$ cat src/rtl/bin2bcd_seq.sv
// Iterative double-dabble binary-to-BCD converter with valid/ready handshakes.
// One shift-and-add-3 stage is reused N times; optional two's-complement input.
module bin2bcd_seq #(
    parameter int N      = 8,
    parameter int SIGNED = 0,
    localparam int DIGITS = (N * 30103 + 99999) / 100000
) (
    input  logic                  clk,
    input  logic                  rst_n,
    input  logic                  in_valid,
    output logic                  in_ready,
    input  logic [N-1:0]          data_in,
    output logic                  out_valid,
    input  logic                  out_ready,
    output logic [4*DIGITS-1:0]   data_out,
    output logic                  sign_out,
    output logic                  busy
);

    localparam int CW = $clog2(N + 1);
    localparam logic [CW-1:0] LAST = CW'(N - 1);

    typedef enum logic [1:0] {
        IDLE,
        SHIFT,
        DONE
    } state_t;

    state_t                state;
    logic [CW-1:0]         cnt;
    logic [N-1:0]          bin;
    logic [4*DIGITS-1:0]   bcd;
    logic                  sign_pend;

    logic [4*DIGITS-1:0]   bcd_adj;
    logic [4*DIGITS-1:0]   bcd_nxt;
    logic [N-1:0]          bin_nxt;
    logic [N-1:0]          mag;
    logic                  neg_in;

    assign in_ready  = (state == IDLE);
    assign busy      = (state == SHIFT);
    assign out_valid = (state == DONE);

    // The N-bit two's complement of -2^(N-1) is 2^(N-1) itself, which read
    // as unsigned is the exact magnitude, so no extra bit is needed.
    assign neg_in = (SIGNED != 0) && data_in[N-1];
    assign mag    = neg_in ? (~data_in + N'(1)) : data_in;

    always_comb begin
        bcd_adj = bcd;
        for (int unsigned i = 0; i < DIGITS; i++) begin
            if (bcd[4*i +: 4] >= 4'd5)
                bcd_adj[4*i +: 4] = bcd[4*i +: 4] + 4'd3;
        end
        {bcd_nxt, bin_nxt} = {bcd_adj, bin} << 1;
    end

    always_ff @(posedge clk) begin
        if (!rst_n) begin
            state     <= IDLE;
            cnt       <= '0;
            bin       <= '0;
            bcd       <= '0;
            sign_pend <= 1'b0;
            data_out  <= '0;
            sign_out  <= 1'b0;
        end else begin
            case (state)
                IDLE: begin
                    if (in_valid) begin
                        bin       <= mag;
                        bcd       <= '0;
                        cnt       <= '0;
                        sign_pend <= neg_in;
                        state     <= SHIFT;
                    end
                end
                SHIFT: begin
                    bin <= bin_nxt;
                    bcd <= bcd_nxt;
                    cnt <= cnt + CW'(1);
                    if (cnt == LAST) begin
                        data_out <= bcd_nxt;
                        sign_out <= sign_pend;
                        state    <= DONE;
                    end
                end
                DONE: begin
                    if (out_ready)
                        state <= IDLE;
                end
                default: state <= IDLE;
            endcase
        end
    end

endmodule

$ cat config.mk
export PLATFORM = sky130hd
export DESIGN_NAME = bin2bcd_seq
export DESIGN_NICKNAME = d
export VERILOG_FILES = /design/src/rtl/bin2bcd_seq.sv
export SDC_FILE = /design/constraint.sdc
export NUM_CORES = 1
export LEC_CHECK = 0
export ABC_CLOCK_PERIOD_IN_PS = 3600
export CORE_MARGIN = 3
export CORE_UTILIZATION = 55
export DETAILED_ROUTE_END_ITERATION = 10
export PLACE_DENSITY = 0.79
export SYNTH_ARGS = -nofsm -noshare
export SYNTH_HDL_FRONTEND = slang
export SYNTH_SLANG_ARGS = --single-unit
$ cat constraint.sdc
create_clock -name clk -period 3.6 [get_ports clk]
set_clock_uncertainty 0.05 [all_clocks]
set_input_delay 0.54 -clock clk [delete_from_list [all_inputs] [get_ports clk]]
set_output_delay 0.54 -clock clk [all_outputs]
set_load 0.02 [all_outputs]
==> run metrics, run 1 <==
Ant. Diodes 0; WL per Instance 14.7 microns; distinct cell type count after synthesis 34; overall via count from detail_route between 1500 and 2000; Power Total 0.714 mW; core area 2880 sq um; Critical R2R Capture data_out[1]; number of flops mapped to enable cells by yosys 0; Starting Density 0.602; Tmin final 2.68 ns; first-pass GRT wire length between 6 and 7 mm; RSZ-0062 raised after global routing no; CP Data Arrival Time 2.09 ns; CTS Root Cell clkbuf_4; total negative slack 0 ns; GR Util met1 0.261; Min-Delay Path Class reg2reg; switching power total 0.181 mW; I/O Buffers 26; pwr/cell area around 350 nW/um^2; sw frac 0.253; antenna violations before repair 0; FF-to-FF Start state[0]; P_int ~0.53 mW; Worst Setup Start Kind flip-flop; top cell type by total area after synthesis dfxtp_1; Critical Path Max Stage Delay about 0.65 ns; P&R area growth vs syn 18.3%; clock power share 0.289; post-cts resize count 0; placed inst area roughly 2000 sq um; DP Worst Slack ~1.3 ns; share of layout cells above drive strength 1 0.0606; Max clock buf depth 2; Setup CP Type reg2out; Row Count 19; Layout fillers 239; Total GRT Usage 0.212; final worst setup slack 0.916 ns; total gr overflow 0; crit-path max FO 15; multi-input logic area ~890 sq um; syn_nets around 230; Syn Area/Cell approximately 8.4 sq um; DRC 0; Post-CTS Setup Bufs 0; reg2reg path depth 4; hold wc startpoint data_out[10]; most used routing layer in global routing met2; clk sinks 38; slew margin rel. 0.556; Syn Inst Count between 200 and 250; crit-path cells nand2b_1, inv_2, clkdlybuf4s50_1; Die Y around 62 microns; most frequent cells after synthesis dfxtp_1, o21ai_0, nand2_1; Layout Nets 250; final hold vios 0; CTS tree done; GRT met2 Usage 0.359; worst vdd ir between 0.2 and 0.3 mV; Storage cell area ~760 sq um; Vias/cell around 5.7; # IOs 28; post-synthesis instance area 1730 sq um; Worst EP required approximately 3.0 ns; met3 Resource Use GR 0.0649; TritonRoute pass-1 iters 4; register area share after synthesis 0.439; dpl cells 266; Clock Pin Slew Worst Setup and Hold Paths around 0.11 ns; Worst Setup SP state[0]; Leak Pwr about 0.75 nW; H-Tree Depth 2; synth warn 0; dpl hpwl ~2.9 mm; WL final 4.02 mm; drt first-iter violations ~110; most frequent cell after synthesis dfxtp_1; largest net degree at the start of global routing 25; final worst-path cycle share 0.746; Critical path destination busy; Tightest Pin Transition between 0.6 and 0.7 ns; Slowest-stage cell, CP dfxtp_1; Async SR Flop Fraction 0; total die area between 3000 and 4000 sq um; gpl congestion about 0.8; ys flop type dfxtp_1; number of global-route vias before repair 1469; nature of the critical path endpoint output pin; hold-fix buffers at CTS 0; synth top area cells dfxtp_1, o21ai_0, ha_1, a21oi_1, nand2_1; share of the synthesized area in the top cell type 0.439; final setup fails 0; Num CTS Buffers 5; fmax 0.373 GHz; part of the power in registers 0.617; Final Slew Violations 0; final cell count without fillers around 270; combinational power share 0.094; Reg2Reg Setup Slack between 1.5 and 2 ns; fin area 2050 sq um; Clock Latency Late Sink roughly 0.34 ns; status complete, no violations; die width just over 60 microns; Max Cap Violations 0; flops & latches, synth 38; Routed Antenna Nets 0
-- cells by family (layout without fill, tap and decap cells) --
group	count (synthesis)	in the layout	share of synthesized area
flip-flops	38	38	0.439
XOR/XNOR	3	3	0.0152
other	1	1	0.00216
AND/OR/NAND/NOR	68	68	0.194
AO/OA/AOI/OAI	67	67	0.227
adder cells (fa/ha/maj)	7	7	0.0505
buffers and inverters	19	43	0.0477
multiplexers	4	4	0.0253
-- flip-flops by register name, summed over array words and instances, names as in the netlist --
signal    count
state         2
cnt           4
data_out     12
bin           8
bcd          12
-- worst min path at each step --
stage                               to  slack [ns]  cells past startpoint
final                     data_out[10]        0.43                      2
after global routing       data_out[6]        0.45                      2
after CTS                  data_out[6]        0.43                      2
after detailed placement   data_out[9]        0.41                      2
after global placement     data_out[1]        0.41                      2
after floorplan                 bcd[9]        0.39                      2
-- layout by cell type (no fill, tap or decap), types with 3 or more instances in the layout --
master	n
a21boi_0	3
a21oi_1	17
clkbuf_4	5
clkdlybuf4s50_1	26
dfxtp_1	38
ha_1	7
inv_1	7
mux2_2	3
nand2_1	20
nand2b_1	4
nand3_1	14
nor2_1	12
nor2b_1	4
nor3_1	5
nor3b_1	4
o211a_1	4
o21ai_0	29
o22ai_1	7
xnor2_1	3
-- power groups by stage --
stage / Sequential, mW / Combinational [mW] / Clock [mW]
2_1_floorplan: 0.446 / 0.0432 / 0
3_3_place_gp: 0.449 / 0.0625 / 0
3_5_place_dp: 0.450 / 0.0659 / 0
4_1_cts: 0.440 / 0.0667 / 0.206
5_1_grt: 0.442 / 0.0732 / 0.230
6_report: 0.441 / 0.0669 / 0.207
-- per-layer routing --
metal  share of wire  wire length (microns)
met1            0.46                   1860
met2            0.48                   1930
met3           0.047                    189
met4          0.0099                     40
met5               0                      0
-- worst max-delay path: cells and delay by family, from the launching register on --
family | cells | cell delay (ns)
AND/OR/NAND/NOR | 1 | 0.26
flip-flops | 1 | 0.65
buffers and inverters | 2 | 0.84
-- layout make-up --
cell class | count | share of cell area
clock buffers | 7 | 0.0220
inverters | 9 | 0.0165
repair buffers | 27 | 0.131
flip-flops and latches | 38 | 0.371
multi-input cells | 150 | 0.434
well taps | 42 | 0.0256
-- through the flow --
stage / utilization / hold WS, ns
floorplan: - / 0.394
global placement: 0.697 / 0.409
detailed placement: 0.697 / 0.414
CTS: 0.712 / 0.433
global route: 0.712 / 0.451
finish: 0.712 / 0.429
Power figures use the tool's default switching activity.
==> inputs of run 2 (changes only) <==
==> config.mk (replaced) <==
export PLATFORM = sky130hd
export DESIGN_NAME = bin2bcd_seq
export DESIGN_NICKNAME = d
export VERILOG_FILES = /design/src/rtl/bin2bcd_seq.sv
export SDC_FILE = /design/constraint.sdc
export NUM_CORES = 1
export LEC_CHECK = 0
export ABC_CLOCK_PERIOD_IN_PS = 2220
export CORE_MARGIN = 3
export CORE_UTILIZATION = 47
export DETAILED_ROUTE_END_ITERATION = 10
export PLACE_DENSITY = 0.71
export SYNTH_ARGS = -nofsm -noshare
export SYNTH_HDL_FRONTEND = slang
export SYNTH_SLANG_ARGS = --single-unit
==> constraint.sdc (replaced) <==
create_clock -name clk -period 2.22 [get_ports clk]
set_clock_uncertainty 0.05 [all_clocks]
set_input_delay 0.333 -clock clk [delete_from_list [all_inputs] [get_ports clk]]
set_output_delay 0.333 -clock clk [all_outputs]
set_load 0.02 [all_outputs]
==> run 2 against run 1 <==
Effect of this change: sequential cell count did not move; cell area rose by 6.8%; critical path depth did not move; global-route usage fell by 1.5 points; largest cell class unchanged; via count rose by 1.7%; utilization fell by 7.6 points; sequential share of layout area fell by 2.4 points; register-to-register slack got worse by 1.2 ns; highest routed layer unchanged; final cell count rose by 3.7%.
==> run metrics, run 2 (synthesis results as in run 1) <==
Row Count 21; RSZ-0062 raised after global routing no; Die Y roughly 67 microns; Final Slew Violations 0; Vias/cell around 5.5; Power Total between 1.5 and 2 mW; status complete, no violations; fmax just under 0.5 GHz; biggest regs bcd: 12 flops, data_out: 12 flops, bin: 8 flops; Worst Setup Start Kind flip-flop; first-pass GRT wire length between 6 and 7 mm; post-cts resize count 0; antenna violations before repair 0; drt first-iter violations between 100 and 150; Layout Nets around 260; Layout fillers 290; total gr overflow 0; Clock Latency Late Sink 0.30 ns; total negative slack 0 ns; final setup fails 0; worst vdd ir between 0.5 and 0.6 mV; multi-input logic area between 800 and 900 sq um; die width roughly 67 microns; crit-path max FO 9; nature of the critical path endpoint output pin; CTS Root Cell clkbuf_8; Tmin final 2.07 ns; Storage cell area 761 sq um; Max clock buf depth 2; Worst EP required 1.84 ns; Post-CTS Setup Bufs 0; final worst setup slack around 0.15 ns; number of global-route vias before repair about 1500; WL final roughly 3.8 mm; most used routing layer in global routing met2; met3 Resource Use GR 0.0405; Setup CP Type reg2out; largest net degree at the start of global routing 20; Num CTS Buffers 5; dpl cells about 280; final cell count without fillers around 280; DRC 0; overall via count from detail_route roughly 1600; gpl congestion between 0.8 and 0.9; hold slack final approximately 0.42 ns; share of layout cells above drive strength 1 0.0928; CTS tree done; Critical R2R Capture data_out[1]; GR Util met1 0.230; TritonRoute pass-1 iters 4; P&R area growth vs syn 26.4%; Total GRT Usage 0.197; hold wc startpoint data_out[2]; final worst-path cycle share 0.932; reg2reg path depth 5; placed inst area 2050 sq um; GRT met2 Usage 0.343; pwr/cell area about 710 nW/um^2; H-Tree Depth 2; hold depth 2; total die area roughly 4500 sq um; Ant. Diodes 0; Max Cap Violations 0; clk sinks 38; Clock Pin Slew Worst Setup and Hold Paths roughly 0.070 ns; final hold vios 0; Min-Delay Path Class reg2reg; FF-to-FF Start cnt[0]; commonest non-fill, non-tap cells in the layout dfxtp_1, o21ai_0, clkdlybuf4s50_1, nand2_1, a21oi_1; post-layout util 0.636; dpl hpwl about 2.7 mm; Reg2Reg Setup Slack between 0.4 and 0.5 ns; WL per Instance between 10 and 15 microns; Starting Density 0.503; CP Data Arrival Time 1.69 ns; most common cell after layout, fill and taps aside dfxtp_1; I/O Buffers 26; Leak Pwr approximately 0.82 nW; fin area 2190 sq um; hold-fix buffers at CTS 0; Hold Crit Endpoint data_out[2]; # IOs 28; Routed Antenna Nets 0; core area approximately 3400 sq um; DP Worst Slack about 0.4 ns
-- run 2: cell count changes in the layout (fill, tap and decap cells not counted), sizes merged --
cell    change
bufinv      +2
buf         +5
clkbuf      -1
-- run 2: worst max-delay path, stage by stage, from the launching register on --
cell,delay (ns)
dfxtp_1,0.47
nand2b_1,0.12
inv_2,0.17
clkdlybuf4s50_1,0.64
-- run 2: report_power, final --
part / internal, mW / switching (mW)
Clock: 0.479 / 0.251
Sequential: 0.699 / 0.0127
Combinational: 0.0538 / 0.0631
Total: 1.23 / 0.327
-- run 2: area by class of cell --
| class | instances | area share |
|---|---|---|
| multi-input combinational | 150 | 0.406 |
| sequential | 38 | 0.347 |
| timing repair buffer | 32 | 0.139 |
| clock buffer | 6 | 0.0377 |
| clock inverter | 2 | 0.0274 |
| tap | 46 | 0.0263 |
| inverter | 9 | 0.0154 |
-- run 2: routing by layer --
layer  part of all wire  routed length (microns)
met3              0.033                      127
met1               0.45                     1720
met2               0.50                     1900
met4              0.013                       51
met5                  0                        0
-- run 2: how the worst max path moves through the flow --
stage | startpoint | cells after the start | end
5_1_grt | state[0] | 3 | busy
2_1_floorplan | bcd[4] | 6 | data_out[6]
4_1_cts | state[0] | 3 | busy
3_5_place_dp | in_valid | 5 | bin[4]
6_report | state[0] | 3 | busy
3_3_place_gp | in_valid | 5 | cnt[0]
